$ cat config.mk
export PLATFORM = sky130hd
export DESIGN_NAME = fragment_writer
export DESIGN_NICKNAME = d
export VERILOG_FILES = /design/src/rtl/fragment_writer.sv
export SDC_FILE = /design/constraint.sdc
export NUM_CORES = 1
export LEC_CHECK = 0
export BUFFER_PORTS_ARGS = -buffer_cell sky130_fd_sc_hd__buf_2
export CORE_ASPECT_RATIO = 1.5
export CORE_MARGIN = 2
export CORE_UTILIZATION = 55
export CTS_CLUSTER_DIAMETER = 200
export CTS_CLUSTER_SIZE = 28
export DETAILED_ROUTE_END_ITERATION = 8
export GPL_ROUTABILITY_DRIVEN = 0
export GPL_TIMING_DRIVEN = 0
export PLACE_DENSITY = 0.86
export SYNTH_ARGS = -nofsm -noshare
export SYNTH_HDL_FRONTEND = slang
export SYNTH_SLANG_ARGS = --single-unit
$ cat constraint.sdc
create_clock -name clk -period 11.7 [get_ports clk]
set_clock_uncertainty 0.15 [all_clocks]
set_input_delay 1.17 -clock clk [delete_from_list [all_inputs] [get_ports clk]]
set_output_delay 1.17 -clock clk [all_outputs]
set_load 0.05 [all_outputs]
$ cat src/rtl/fragment_writer.sv
// fragment_writer
//   Takes the rasterizer fragment stream (one per cycle, no backpressure),
//   clips off-screen fragments, turns (x,y) into a linear framebuffer word
//   address and queues colour writes in a first-word-fall-through FIFO that
//   drains through a req/ready memory write port.
// Ports
//   clk, rst             clock (rising edge), async active-high reset
//   i_frag_*             fragment valid / x / y / colour
//   i_raster_done        rasterizer has finished the current triangle
//   i_clear_status       pulse: clear overflow flag and counters
//   o_mem_req/addr/data  write request (head of FIFO), i_mem_ready accepts
//   o_fifo_level         entries held in the FIFO
//   o_overflow           sticky: a fragment was dropped on a full FIFO
//   o_clip_count         saturating count of off-screen fragments
//   o_write_count        saturating count of accepted writes
//   o_idle               raster done and nothing left in flight
module fragment_writer #(
  parameter int CORD_WIDTH  = 10,
  parameter int COLOR_WIDTH = 16,
  parameter int FB_WIDTH    = 640,
  parameter int FB_HEIGHT   = 480,
  parameter int ADDR_WIDTH  = 19,
  parameter int FIFO_DEPTH  = 8,
  parameter int CNT_WIDTH   = 16
) (
  input  logic                         clk,
  input  logic                         rst,
  input  logic                         i_frag_valid,
  input  logic [CORD_WIDTH-1:0]        i_frag_x,
  input  logic [CORD_WIDTH-1:0]        i_frag_y,
  input  logic [COLOR_WIDTH-1:0]       i_frag_color,
  input  logic                         i_raster_done,
  input  logic                         i_clear_status,
  output logic                         o_mem_req,
  output logic [ADDR_WIDTH-1:0]        o_mem_addr,
  output logic [COLOR_WIDTH-1:0]       o_mem_data,
  input  logic                         i_mem_ready,
  output logic [$clog2(FIFO_DEPTH):0]  o_fifo_level,
  output logic                         o_overflow,
  output logic [CNT_WIDTH-1:0]         o_clip_count,
  output logic [CNT_WIDTH-1:0]         o_write_count,
  output logic                         o_idle
);

  localparam int PW = $clog2(FIFO_DEPTH);
  localparam int EW = ADDR_WIDTH + COLOR_WIDTH;
  // One extra bit so the bounds compare never truncates FB_WIDTH/FB_HEIGHT.
  localparam logic [CORD_WIDTH:0] FBW = (CORD_WIDTH+1)'(FB_WIDTH);
  localparam logic [CORD_WIDTH:0] FBH = (CORD_WIDTH+1)'(FB_HEIGHT);

  // ---------------- stage 1: clip + address ----------------
  logic                   in_range;
  logic [ADDR_WIDTH-1:0]  addr_calc;
  logic                   stg_vld_q;
  logic [ADDR_WIDTH-1:0]  stg_addr_q;
  logic [COLOR_WIDTH-1:0] stg_col_q;

  assign in_range  = ({1'b0, i_frag_x} < FBW) && ({1'b0, i_frag_y} < FBH);
  assign addr_calc = ADDR_WIDTH'(i_frag_y) * ADDR_WIDTH'(FB_WIDTH) + ADDR_WIDTH'(i_frag_x);

  always_ff @(posedge clk or posedge rst) begin
    if (rst) begin
      stg_vld_q  <= 1'b0;
      stg_addr_q <= '0;
      stg_col_q  <= '0;
    end else begin
      stg_vld_q <= i_frag_valid && in_range;
      if (i_frag_valid && in_range) begin
        stg_addr_q <= addr_calc;
        stg_col_q  <= i_frag_color;
      end
    end
  end

  // ---------------- stage 2: FWFT FIFO ----------------
  logic [EW-1:0] fifo_mem [FIFO_DEPTH];
  logic [PW:0]   wr_ptr_q, rd_ptr_q;
  logic          empty, full, pop, push_ok, drop;
  logic [EW-1:0] head;

  assign empty = (wr_ptr_q == rd_ptr_q);
  assign full  = (wr_ptr_q[PW] != rd_ptr_q[PW]) &&
                 (wr_ptr_q[PW-1:0] == rd_ptr_q[PW-1:0]);
  assign pop   = !empty && i_mem_ready;
  // A simultaneous pop frees the slot being written, so a full FIFO still
  // accepts the push in that case.
  assign push_ok = stg_vld_q && (!full || pop);
  assign drop    = stg_vld_q && full && !pop;

  always_ff @(posedge clk) begin
    if (push_ok) fifo_mem[wr_ptr_q[PW-1:0]] <= {stg_addr_q, stg_col_q};
  end

  always_ff @(posedge clk or posedge rst) begin
    if (rst) begin
      wr_ptr_q <= '0;
      rd_ptr_q <= '0;
    end else begin
      if (push_ok) wr_ptr_q <= wr_ptr_q + 1'b1;
      if (pop)     rd_ptr_q <= rd_ptr_q + 1'b1;
    end
  end

  assign head         = fifo_mem[rd_ptr_q[PW-1:0]];
  assign o_mem_req    = !empty;
  assign o_mem_addr   = empty ? '0 : head[EW-1:COLOR_WIDTH];
  assign o_mem_data   = empty ? '0 : head[COLOR_WIDTH-1:0];
  assign o_fifo_level = wr_ptr_q - rd_ptr_q;

  // ---------------- status ----------------
  logic                 ovf_q, ovf_d;
  logic [CNT_WIDTH-1:0] clip_q, clip_d, wcnt_q, wcnt_d;

  always_comb begin
    ovf_d  = ovf_q | drop;
    clip_d = clip_q;
    wcnt_d = wcnt_q;
    if (i_frag_valid && !in_range && clip_q != '1) clip_d = clip_q + 1'b1;
    if (pop && wcnt_q != '1)                       wcnt_d = wcnt_q + 1'b1;
    // Clear wins over any same-edge increment.
    if (i_clear_status) begin
      ovf_d  = 1'b0;
      clip_d = '0;
      wcnt_d = '0;
    end
  end

  always_ff @(posedge clk or posedge rst) begin
    if (rst) begin
      ovf_q  <= 1'b0;
      clip_q <= '0;
      wcnt_q <= '0;
    end else begin
      ovf_q  <= ovf_d;
      clip_q <= clip_d;
      wcnt_q <= wcnt_d;
    end
  end

  assign o_overflow    = ovf_q;
  assign o_clip_count  = clip_q;
  assign o_write_count = wcnt_q;
  assign o_idle        = i_raster_done && !stg_vld_q && empty;

endmodule

Yosys cells after proc, flatten, opt, wreduce, memory -nomap -nowiden
Memories as Yosys holds them, arrays and structs flattened.
Index checks and enable logic that the tools add are counted.
Widths: inputs -> output; s select.

word-level totals
  memories = 1
  register bits = 77
  memory bits (writable) = 280
  input port bits = 42
  output and inout port bits = 74
  word-level logic and storage cells = 53

operators by class
  multiply operators = 1
  magnitude comparators = 2
  reductions and logical operators = 20
  multiplexer cells = 9
  equal/unequal tests = 5
  add/sub/neg operators = 6
  bitwise logic cells = 1

memories
  memory    depth  bits a word  read ports  clocked after Yosys merged registers in  write ports  RTL line  RTL
  fifo_mem  8      35           1           0                                        1            76        logic [EW-1:0] fifo_mem [FIFO_DEPTH];

operator list
  operator               number
  $mux 16                5
  $add 16x1->16 const B  2
  $ne 16x16->1 const B   2
  $add 19x10->19         1
  $mux 19                1
  $logic_and 1x1->1      12
  $mul 10x3->12 const B  1
  $lt 10x10->1 const B   1
  $lt 10x9->1 const B    1
  $add 4x1->4 const B    2
  $logic_not 1->1        5
  $eq 4x4->1             1
  $reduce_bool 2->1      2
  $sub 4x4->4            1
  $eq 3x3->1             1
  $mux 1                 3
  $logic_or 1x1->1       1
  $ne 1x1->1             1
  $or 1x1->1             1

Depth between registers and ports, before layout
  depth after elaboration = 7
  mapped depth = 10
  gate-level depth less buffers = 9

Worst setup path before layout
Ideal clock, no wire load.

  path kind = reg-to-reg
  start point = reg rd_ptr_q[1]
  end point = mem fifo_mem[1][0] (netlist bit), enable pin
  path slack = 6.670 ns
  buffers on the path = 2
  cell stages (with the launch flop) = 10
  data required time = 11.079 ns
  library setup time = 0.471 ns
  arrival = 4.410 ns
  period minus slack after synthesis = 5.030 ns
  cell sequence = dfrtp_1 -> clkbuf_1 -> clkbuf_1 -> inv_1 -> ha_1 -> nand3_1 -> nor3_1 -> nor2b_1 -> nand2_1 -> nor3_1

on the way
  cells in the longest elaborated chain, start to end = 7
  elaborated cells between the ends (all ways) = 10
  classes of those cells = eq/ne: 2; mux: 2; reduce/logical: 6

ends and longest elaborated chain
  what                                                  RTL line  RTL
  from (decl)                                           77        logic [PW:0] wr_ptr_q, rd_ptr_q;
  from (signal assigned)                                100       if (pop) rd_ptr_q <= rd_ptr_q + 1'b1;
  $eq 4x4->1 or $eq 3x3->1 (tied branches)              81, 83
  $logic_not 1->1 or $logic_and 1x1->1 (tied branches)  84, 82
  $logic_and 1x1->1 or $logic_not 1->1 (tied branches)  84, 87
  $logic_or 1x1->1 (*)                                  87        assign push_ok = stg_vld_q && (!full || pop);
  $logic_and 1x1->1 (*)                                 87
  $mux 1 (*)                                            91        if (push_ok) fifo_mem[wr_ptr_q[PW-1:0]] <= {stg_addr_q, stg_col_q};
  $mux 1 (implied by the code) (*)                      91
  to (decl)                                             76

Mark *: on every way between the ends. The rest lies on a longest branch, timed or not.

Worst setup path after layout
  start point = reg rd_ptr_q[1]
  end point = out o_mem_data[14]

on the way
  cells in the longest elaborated chain, start to end = 2
  elaborated cells between the ends (all ways) = 3
  classes of those cells = eq/ne: 1; mux: 1; memory: 1

ends and longest elaborated chain
  what                                        RTL line  RTL
  $mem_v2 8x35 or $eq 4x4->1 (tied branches)  --
  $mux 16 (*)                                 107       assign o_mem_data = empty ? '0 : head[COLOR_WIDTH-1:0];
  to (decl)                                   36        output logic [COLOR_WIDTH-1:0] o_mem_data,

Marked as above.

==> results.yml <==
die:
  io_pins: 116
  die_w_um: 138
  die_y_um: 205
  rows: 73
  core_area_sq_um: 26500
  start_util_pct: 55.9
  die_area_sq_um: 28300
final_layout:
  fin_util_pct: 62.5
  fillers: 1892
  diodes: 0
  nets: 1150
  multi_input_area_sq_um: 4310
  regArea_sq_um: 10300
  drive_gt1_share_pct: 23.1
  area_delta_synth_final_pct: 11.9
cts:
  cts_tree: "yes"
  cts_setup_buffers: 0
  hold_buffers: 0
  cts-root-buf: "clkbuf_16"
  numCtsBuffers: 16
  clk-insertion-delay-late_ns: 0.52
  cts_resized: 0
  cts-htree-levels: 1
  cts.sinks: 357
  clock_path_buffers: 3
  clk_pin_slew_worst_paths_ns: 0.11
synth:
  synth_adder_area_share_pct: 2.60
  synth_mux_area_share_pct: 10.8
  synth_fp_nets: 1003
  synth_compound_area_share_pct: 3.86
  synthXorXnorAreaFrac_pct: 2.95
  syn-instance-count: 932
  synth.most_common_cell: "edfxtp_1"
  synth.largest_area_cell: "edfxtp_1"
  synth_top_family_by_area: "multiplexers"
  avgSynthCellArea_sq_um: 15.9
  async_flop_share_pct: 21.6
  yosysSeqAreaShare_pct: 69.8
  synth_top_area_share_pct: 56.8
  synthTopCellsByArea: "edfxtp_1, dfrtp_1, mux4_2, nand2_1, ha_1"
  synth_common_cells: "edfxtp_1, nand2_1, dfrtp_1, mux4_2, nor2_1"
  ys.flop_type: "edfxtp_1"
  synth_seq_cells: 357
  synth_edf_count: 280
  yosys.area_share.simple_pct: 8.56
  syn-cell-area_sq_um: 14800
  synth_warnings: 0
  synthDistinctLibCells: 58
sta:
  period_needed_ns: 5.60
  fmax_ghz: 0.178
  setup_viol: 0
  holdWs_ns: 0.363
  hold_viol: 0
  tightest_slew_ns: 0.821
  slew_violations: 0
  fin_ws_ns: 6.10
  period_share_pct: 47.9
  fin_setup_tns_ns: 0
  rsz0062_at_grt: "false"
  timing.slew.headroom_pct: 45.1
global_route:
  grt.overflow.total: 0
  grt_max_degree: 44
  antenna_found_initial: 0
  grt_use_met3_pct: 3.34
  gr-usage-met1_pct: 29.4
  grt.busiest_layer: "met2"
  grt_pass1_wl_mm: 49.2
  track_usage_pct: 23.6
  grt_pass1_vias: 8916
  use_met2_pct: 41.3
worst_setup_path:
  arrival_ns: 4.28
  crit_fanout: 10
  rr_startpoint: "rd_ptr_q[1]"
  end_kind: "output pin"
  critPathKind: "reg -> out"
  start_kind: "flop"
  r2r_slack_ns: 7.40
  r2r-end: "fifo_mem[1][24]"
  required_ns: 10.38
  reg2reg_depth: 11
routing:
  wl_mm: 32.6
  vias: 8596
  drt_iter0_markers: 798
  antenna_left: 0
  dr.pass1.iters: 5
  post_drt_via_cell_ratio: 6.03
  drc_errors: 0
  wl_per_cell_um: 22.9
run_status:
  status: "finished, final reports clean"
worst_hold_path:
  hold_start: "o_overflow"
  hp-class: "reg -> reg"
  hold_path_depth: 2
  min_to: "o_overflow"
pwr:
  p_sw_mw: 1.60
  combPwrFrac_pct: 42.0
  seq_power_share_pct: 41.5
  p_per_area_nw_per_um2: 234
  p_leak_nw: 6.14
  p_int_mw: 2.28
  p_clk_share_pct: 16.5
  ir_drop_mv: 0.156
  switching_share_pct: 41.2
placement:
  place_hpwl_mm: 21.3
  port_buffers: 114
  dp_slack_ns: 6.63
flow_run:
  drv_cap: 0
==> cell usage in the layout, fill, tap and decap left out, types with 6 or more instances in the layout <==
| master | netlist | routed |
|---|---|---|
| a21oi_1 | 42 | 42 |
| buf_12 | 0 | 6 |
| buf_2 | 8 | 122 |
| buf_6 | 0 | 7 |
| clkbuf_1 | 29 | 39 |
| clkbuf_16 | 0 | 17 |
| dfrtp_1 | 77 | 77 |
| edfxtp_1 | 280 | 280 |
| ha_1 | 26 | 26 |
| inv_1 | 14 | 13 |
| mux4_2 | 70 | 70 |
| nand2_1 | 175 | 175 |
| nand3_1 | 8 | 8 |
| nand4_1 | 14 | 14 |
| nor2_1 | 48 | 42 |
| nor2_4 | 0 | 6 |
| o21ai_0 | 14 | 14 |
| o21ai_1 | 6 | 6 |
| xnor2_1 | 21 | 21 |
| xor2_1 | 27 | 27 |
==> per-layer routing <==
| layer | up-vias | routed length [um] |
|---|---|---|
| li1 | 3783 | - |
| met4 | 0 | 1190 |
| met2 | 418 | 17500 |
| met3 | 87 | 2740 |
| met1 | 4308 | 11100 |
| met5 | - | 0 |
==> logic make-up (layout without fill, tap and decap cells) <==
family                   Yosys count  count (layout)
multiplexers                      72              72
AO/OA/AOI/OAI                     90              90
adder cells (fa/ha/maj)           29              29
XOR/XNOR                          49              49
AND/OR/NAND/NOR                  282             282
buffers and inverters             53             210
flip-flops                       357             357
==> critical path, cell delays in order, from the launching register on <==
cell and delay [ns]:
dfrtp_1 0.43, clkbuf_1 0.39, clkbuf_1 0.59, inv_1 0.14, ha_1 0.35, nand3_1 0.14
nor2_1 0.66, clkbuf_1 0.62, a21oi_1 0.18, buf_2 0.27
==> area by class of cell <==
cell class                      count  area share [%]
Timing Repair Buffer              129            4.90
Tap cell                          337            2.55
Clock buffer                       27            2.79
Inverter                           16           0.378
Clock inverter                      1          0.0529
Buffer                             37           0.899
Multi-Input combinational cell    522            26.0
Sequential cell                   357            62.4
==> power groups by stage <==
| stage | Sequential, mW | Clock (mW) | Combinational (mW) |
|---|---|---|---|
| after floorplan | 1.61 | 0 | 1.19 |
| after global placement | 1.62 | 0 | 1.57 |
| after detailed placement | 1.63 | 0 | 1.62 |
| after CTS | 1.60 | 0.644 | 1.64 |
| after global routing | 1.62 | 0.681 | 1.71 |
| final | 1.61 | 0.639 | 1.62 |
==> sequential cells by signal (all words and copies together) (netlist names) <==
signal         cells
fifo_mem         280
o_clip_count      16
o_overflow         1
o_write_count     16
rd_ptr_q           4
stg_addr_q        19
stg_col_q         16
stg_vld_q          1
wr_ptr_q           4
==> per-stage QoR <==
| step | cell area [sq um] | total power, mW | instances |
|---|---|---|---|
| after floorplan | 14800 | 2.80 | 932 |
| after global placement | 15800 | 3.19 | 1383 |
| after detailed placement | 16100 | 3.25 | 1398 |
| after CTS | 16600 | 3.89 | 1426 |
| after global routing | 16600 | 4.01 | 1426 |
| final | 16600 | 3.87 | 1426 |
==> worst max-delay path by stage <==
stage	from	end	cells after the start
final	rd_ptr_q[1]	o_mem_data[14]	9
after global placement	rd_ptr_q[1]	fifo_mem[1][0]	9
after floorplan	rd_ptr_q[1]	fifo_mem[1][0]	9
after CTS	rd_ptr_q[1]	o_mem_addr[14]	9
after detailed placement	rd_ptr_q[1]	o_mem_addr[14]	9
after global routing	rd_ptr_q[1]	o_mem_addr[14]	9
Power figures use the tool's default switching activity.
